===== config.mk =====
export PLATFORM = sky130hd
export DESIGN_NAME = mem_stage_ctrl
export DESIGN_NICKNAME = d
export VERILOG_FILES = /design/src/rtl/cpu_pkg.sv /design/src/rtl/mem_timeout_ctr.sv /design/src/rtl/mem_stage_ctrl.sv
export SDC_FILE = /design/constraint.sdc
export NUM_CORES = 1
export LEC_CHECK = 0
export ABC_AREA = 1
export CORE_MARGIN = 2
export CORE_UTILIZATION = 25
export CTS_BUF_LIST = sky130_fd_sc_hd__clkbuf_16
export CTS_CLUSTER_DIAMETER = 80
export DETAILED_ROUTE_END_ITERATION = 8
export GPL_TIMING_DRIVEN = 1
export SLEW_MARGIN = 5
export SYNTH_ARGS = -nofsm -noshare
export SYNTH_HDL_FRONTEND = slang
export SYNTH_SLANG_ARGS = --single-unit

===== constraint.sdc =====
create_clock -name clk -period 2 [get_ports clk]
set_clock_uncertainty 0.1 [all_clocks]
set_input_delay 0.3 -clock clk [delete_from_list [all_inputs] [get_ports clk]]
set_output_delay 0.3 -clock clk [all_outputs]
set_load 0.01 [all_outputs]

===== src/rtl/cpu_pkg.sv =====
// Shared types and constants for the MEM stage control logic.
// Latency: n/a (types, constants and a pure helper function only).
// Backpressure: n/a.
package cpu_pkg;

  typedef enum logic {
    IDLE   = 1'b0,
    ACCESS = 1'b1
  } mem_state_t;

  // Register 31 reads as zero and is never written.
  localparam logic [4:0] XZR = 5'd31;

  // Data-memory accesses must be aligned to 2**ALIGN_BITS bytes.
  localparam int ALIGN_BITS = 3;

  function automatic logic is_misaligned(input logic [ALIGN_BITS-1:0] lsb);
    return |lsb;
  endfunction

endpackage


===== src/rtl/mem_timeout_ctr.sv =====
// Saturating cycle counter that measures how long a memory access has been waiting.
// Latency: the count updates one cycle after clr_i/en_i; term_o is decoded from the registered count.
// Backpressure: none; the count saturates at TIMEOUT and never wraps.
module mem_timeout_ctr #(
  parameter int TIMEOUT = 255
) (
  input  logic clk,
  input  logic reset,
  input  logic clr_i,
  input  logic en_i,
  output logic term_o
);

  localparam int CW = $clog2(TIMEOUT + 1);
  localparam logic [CW-1:0] SAT  = CW'(TIMEOUT);
  localparam logic [CW-1:0] TERM = CW'(TIMEOUT - 1);

  logic [CW-1:0] cnt_q, cnt_d;

  // Clear wins over enable; hold once the saturation value is reached.
  always_comb begin
    cnt_d = cnt_q;
    if (clr_i) begin
      cnt_d = '0;
    end else if (en_i && (cnt_q != SAT)) begin
      cnt_d = cnt_q + 1'b1;
    end
  end

  // Count register, cleared by the asynchronous active-low reset.
  always_ff @(posedge clk or negedge reset) begin
    if (!reset) begin
      cnt_q <= '0;
    end else begin
      cnt_q <= cnt_d;
    end
  end

  // Flags the last cycle of waiting before the access is abandoned.
  assign term_o = (cnt_q == TERM);

endmodule


===== src/rtl/mem_stage_ctrl.sv =====
// MEM stage controller: runs data-memory accesses for EX/MEM and registers the MEM/WB packet.
// Latency: non-memory ops and misaligned accesses 1 cycle; memory ops 1 cycle plus the ACCESS cycles up to dmem_ready.
// Backpressure: stall holds upstream from the accept cycle until the completion (or timeout) cycle of an access.
module mem_stage_ctrl
  import cpu_pkg::*;
#(
  parameter int ADDR_W  = 64,
  parameter int DATA_W  = 64,
  parameter int TIMEOUT = 255
) (
  input  logic              clk,
  input  logic              reset,
  input  logic              in_valid,
  input  logic              MemWrite,
  input  logic              MemToReg,
  input  logic              RegWrite,
  input  logic [4:0]        Rd,
  input  logic [ADDR_W-1:0] ALUResult,
  input  logic [DATA_W-1:0] Db,
  output logic              stall,
  output logic              dmem_req,
  output logic              dmem_we,
  output logic [ADDR_W-1:0] dmem_addr,
  output logic [DATA_W-1:0] dmem_wdata,
  input  logic              dmem_ready,
  input  logic [DATA_W-1:0] dmem_rdata,
  output logic              wb_valid,
  output logic              wb_RegWrite,
  output logic [4:0]        wb_Rd,
  output logic [DATA_W-1:0] wb_data,
  output logic              mem_err
);

  mem_state_t        state_q, state_d;
  logic [ADDR_W-1:0] addr_q, addr_d;
  logic [DATA_W-1:0] wdata_q, wdata_d;
  logic              we_q, we_d;
  logic [4:0]        rd_q, rd_d;
  logic              regwrite_q, regwrite_d;
  logic              memtoreg_q, memtoreg_d;
  logic              wb_valid_q, wb_valid_d;
  logic              wb_regwrite_q, wb_regwrite_d;
  logic [4:0]        wb_rd_q, wb_rd_d;
  logic [DATA_W-1:0] wb_data_q, wb_data_d;
  logic              mem_err_q, mem_err_d;

  logic is_mem, mis, timeout, stall_c;
  logic ctr_clr, ctr_en, ctr_term;

  assign is_mem  = MemWrite | MemToReg;
  assign mis     = is_misaligned(ALUResult[ALIGN_BITS-1:0]);
  assign timeout = (state_q == ACCESS) & ctr_term & ~dmem_ready;

  mem_timeout_ctr #(
    .TIMEOUT (TIMEOUT)
  ) u_timeout_ctr (
    .clk    (clk),
    .reset  (reset),
    .clr_i  (ctr_clr),
    .en_i   (ctr_en),
    .term_o (ctr_term)
  );

  // Next-state, latch and writeback-packet selection for the IDLE/ACCESS FSM.
  always_comb begin
    state_d       = state_q;
    addr_d        = addr_q;
    wdata_d       = wdata_q;
    we_d          = we_q;
    rd_d          = rd_q;
    regwrite_d    = regwrite_q;
    memtoreg_d    = memtoreg_q;
    wb_valid_d    = wb_valid_q;
    wb_regwrite_d = wb_regwrite_q;
    wb_rd_d       = wb_rd_q;
    wb_data_d     = wb_data_q;
    mem_err_d     = mem_err_q;
    ctr_clr       = 1'b0;
    ctr_en        = 1'b0;
    stall_c       = 1'b0;

    case (state_q)
      IDLE: begin
        wb_valid_d = 1'b0;
        if (in_valid) begin
          if (!is_mem) begin
            // Plain ALU result goes straight to writeback.
            wb_valid_d    = 1'b1;
            wb_regwrite_d = RegWrite & (Rd != XZR);
            wb_rd_d       = Rd;
            wb_data_d     = DATA_W'(ALUResult);
          end else if (mis) begin
            // Misaligned access is dropped without touching memory.
            mem_err_d     = 1'b1;
            wb_valid_d    = 1'b1;
            wb_regwrite_d = 1'b0;
            wb_rd_d       = Rd;
          end else begin
            // Capture the request; upstream must hold until completion.
            stall_c    = 1'b1;
            addr_d     = ALUResult;
            wdata_d    = Db;
            we_d       = MemWrite;
            rd_d       = Rd;
            regwrite_d = RegWrite;
            memtoreg_d = MemToReg;
            ctr_clr    = 1'b1;
            state_d    = ACCESS;
          end
        end
      end

      ACCESS: begin
        ctr_en = ~dmem_ready;
        if (dmem_ready) begin
          // Completion: a store never writes the register file.
          state_d       = IDLE;
          wb_valid_d    = 1'b1;
          wb_rd_d       = rd_q;
          wb_data_d     = memtoreg_q ? dmem_rdata : DATA_W'(addr_q);
          wb_regwrite_d = regwrite_q & memtoreg_q & (rd_q != XZR);
        end else if (timeout) begin
          // Abandon the access and report it.
          state_d       = IDLE;
          mem_err_d     = 1'b1;
          wb_valid_d    = 1'b1;
          wb_regwrite_d = 1'b0;
          wb_rd_d       = rd_q;
        end else begin
          stall_c = 1'b1;
        end
      end

      default: begin
        state_d = IDLE;
      end
    endcase
  end

  // State, request latches and writeback packet registers.
  always_ff @(posedge clk or negedge reset) begin
    if (!reset) begin
      state_q       <= IDLE;
      addr_q        <= '0;
      wdata_q       <= '0;
      we_q          <= 1'b0;
      rd_q          <= '0;
      regwrite_q    <= 1'b0;
      memtoreg_q    <= 1'b0;
      wb_valid_q    <= 1'b0;
      wb_regwrite_q <= 1'b0;
      wb_rd_q       <= '0;
      wb_data_q     <= '0;
      mem_err_q     <= 1'b0;
    end else begin
      state_q       <= state_d;
      addr_q        <= addr_d;
      wdata_q       <= wdata_d;
      we_q          <= we_d;
      rd_q          <= rd_d;
      regwrite_q    <= regwrite_d;
      memtoreg_q    <= memtoreg_d;
      wb_valid_q    <= wb_valid_d;
      wb_regwrite_q <= wb_regwrite_d;
      wb_rd_q       <= wb_rd_d;
      wb_data_q     <= wb_data_d;
      mem_err_q     <= mem_err_d;
    end
  end

  // Nothing is held upstream while reset is asserted, even if in_valid is still high.
  assign stall       = reset & stall_c;
  assign dmem_req    = (state_q == ACCESS);
  assign dmem_we     = we_q;
  assign dmem_addr   = addr_q;
  assign dmem_wdata  = wdata_q;
  assign wb_valid    = wb_valid_q;
  assign wb_RegWrite = wb_regwrite_q;
  assign wb_Rd       = wb_rd_q;
  assign wb_data     = wb_data_q;
  assign mem_err     = mem_err_q;

endmodule

==> flow_summary_export.csv <==
group,metric,value,unit
die,die_area,40900,sq um
power,netSwitchingFraction,30.1,%
critical_path,rrSetupSlack,0.16,ns
die,core,38700,sq um
die,rows,72,
detailed_routing,wirelength,34.1,mm
sta,setup_ws,-0.0127,ns
critical_path,reg2reg_depth,10,
yosys,yosys-top-cells-area,"dfrtp_1 55%, nand2_1 15%, o21ai_0 6.6%",
sta,setup_viol,1,
power,p_leak,7.17,nW
critical_path,cp_top_family,"flip-flops",
power,power.density,973,nW/um^2
global_routing,gr-usage-all-layers,16.6,%
layout,fin_nets,1838,
die,io_pins,407,
global_routing,grt_max_degree,123,
power,power.switching,4.55,mW
cts,htree_levels,1,
place,dp_hpwl,24.3,mm
power,p_seq_share,39.1,%
layout,drive_gt1_share,6.38,%
cts,cts_tree,"done",
yosys,syn_area,9830,sq um
die,initial_utilization,25.4,%
cts,cts.sinks,217,
cts,clkTransAtPathRegs,0.06,ns
critical_path,critPathLaunch,"dmem_req",
global_routing,overflow,0,
critical_path,critPathMaxFanout,2,
cts,root_buffer,"clkbuf_16",
critical_path,required,1.60,ns
sta,hold_viol_final,0,
run_status,violations,"negative setup slack",
sta,finalCriticalPeriod,2.01,ns
run_status,status,"finished, violations left",
cts,cts_buffers,26,
sta,rsz0062_at_grt,"true",
sta,drv_slew,0,
global_routing,grt_pass1_vias,9907,
layout,final_core_utilization,40.1,%
die,die_y,202,microns
power,comb_power_share,30.2,%
yosys,syn_nets,1424,
critical_path,max_stage_delay,0.42,ns
power,power.clock.fraction,30.7,%
yosys,synth_cells,1218,
yosys,synth_cell_types,22,
critical_path,r2r-start,"dmem_req",
layout,final_common_cell,"clkdlybuf4s50_1",
critical_path,endpoint_kind,"output port",
critical_path,start_kind,"flip-flop",
sta,period_share,101,%
detailed_routing,drc_errors,0,
worst_hold_path,min_path_type,"input pin to flip-flop",
die,dieWidth,202,microns
place,numPortBuffers,406,
yosys,avgSynthCellArea,8.07,sq um
sta,hold_ws,0.205,ns
layout,area_growth,58.1,%
yosys,yosys.area.top_type,"dfrtp_1",
critical_path,critical_path_cell_count,6,
cts,clk_latency,0.53,ns
critical_path,slowest_stage,"dfrtp_4",
power,total_power,15.1,mW
sta,worstMarginPinSlew,0.721,ns
critical_path,cp_num_buf_inv,3,
cts,cts_buffer_depth,3,
yosys,synth_top_area_share,55.2,%
global_routing,grt_antenna_before_repair,1,
detailed_routing,wl_per_cell,15.8,microns
yosys,synth-seq-cells,217,
detailed_routing,vias,9505,
sta,relSlewSlack,51.9,%
layout,layout_common_cells,"401 x clkdlybuf4s50_1, 389 x nand2_1, 215 x dfrtp_1, 155 x inv_1, 129 x o21ai_0",
sta,clock.fmax,497,MHz
power,p_int,10.6,mW
worst_hold_path,holdPathStages,3,
place,gp_congestion,0.931,
yosys,ys_seq_area_share,55.2,%
layout,fill_cells,3905,
detailed_routing,ant_nets,0,
global_routing,grt_pass1_wl,54.6,mm
detailed_routing,viasPerCell,4.39,
worst_hold_path,min-delay-start,"Db[54]",
detailed_routing,first_pass_iters,5,
power,peakVddDrop,0.583,mV
critical_path,worstPathCellList,"inv_4 > buf_4 > nor2_1 > nand2_2 > a21boi_1 > buf_2",
critical_path,path_class,"flip-flop to output port",
job,max_cap_viol_count,0,
yosys,yosysWarnings,0,
critical_path,cp.arrival,1.61,ns
detailed_routing,drt-initial-drc-count,452,
timing repair:
item / in CTS / in global routing
gates cloned: 0 / 0
endpoints found under the setup margin: 4 / 4
hold buffers: 1 / 0
pin swaps: 1 / 3
gates resized for setup: 8 / 9
endpoints found under the hold margin: 217 / 0
buffers inserted: 0 / 2
per-layer routing:
metal  up-vias  part of all wire (%)  wire [microns]  global-route usage (%)
li1       4664                     -               -                       -
met1      4390                    42           14500                    20.9
met2       402                    45           15200                    26.9
met3        49                    10            3460                    5.74
met4         0                   2.8             971                    4.61
met5         -                     0               0                       0
stage by stage:
step | setup slack [ns] | TNS [ns] | instance area [sq um] | std cells
2_1_floorplan | 0.198 | 0 | 9830 | 1218
3_3_place_gp | -0.288 | -13.65 | 14700 | 2119
3_5_place_dp | -0.290 | -18.82 | 14700 | 2119
4_1_cts | -0.0712 | -0.0712 | 15500 | 2161
5_1_grt | -0.133 | -0.133 | 15500 | 2163
6_report | -0.0127 | -0.0127 | 15500 | 2165
registers in the layout (all words and copies together) (netlist names):
register / cells
dmem_addr: 64
dmem_wdata: 64
wb_data: 64
u_timeout_ctr.cnt_q: 8
rd_q: 5
wb_Rd: 5
dmem_req: 1
dmem_we: 1
mem_err: 1
memtoreg_q: 1
regwrite_q: 1
wb_RegWrite: 1
wb_valid: 1
power groups by stage:
| stage | logic (mW) | registers [mW] | clock network (mW) |
|---|---|---|---|
| finish | 4.57 | 5.91 | 4.65 |
| global route | 5.01 | 6.04 | 4.99 |
| CTS | 4.62 | 5.91 | 4.83 |
| detailed placement | 4.60 | 5.96 | 0 |
| global placement | 4.59 | 5.93 | 0 |
| floorplan | 1.24 | 6.32 | 0 |
tightest hold or removal path, cell delays in order:
cell	delay, ns
clkdlybuf4s50_1	0.39
nand2_1	0.06
nand2_1	0.04
worst paths after layout:
path | endpoint
max | stall
min | dmem_wdata[54]
max reg2reg | dmem_wdata[7]
min reg2reg | dmem_wdata[31]
max in group asynchronous | dmem_addr[49]
min in group asynchronous | memtoreg_q
final cells by class:
| class | instances | area, sq um | share of cell area [%] |
|---|---|---|---|
| diodes | 2 | 5.00 | 0.0322 |
| clock buffers | 27 | 676 | 4.35 |
| clock inverters | 14 | 141 | 0.910 |
| inverters | 154 | 581 | 3.74 |
| multi-input cells | 774 | 3450 | 22.2 |
| flip-flops and latches | 217 | 5440 | 35.0 |
| well taps | 518 | 648 | 4.17 |
| repair buffers | 459 | 4600 | 29.6 |
cell usage after synthesis (all sizes together):
cell / count
nand2: 393
dfrtp: 217
o21ai: 204
inv: 154
nor2: 87
o22ai: 64
buf: 57
clkbuf: 16
nand3: 13
a21oi: 3
nand4: 3
xor2: 3
ha: 2
a21boi: 1
o211ai: 1
logic make-up after synthesis:
kind of cell / count (synthesis) / synth area share (%)
buffers and inverters: 227 / 10.1
XOR/XNOR: 3 / 0.267
flip-flops: 217 / 55.2
AO/OA/AOI/OAI: 273 / 14.8
adder cells (fa/ha/maj): 2 / 0.255
AND/OR/NAND/NOR: 496 / 19.3
Power figures use the tool's default switching activity.
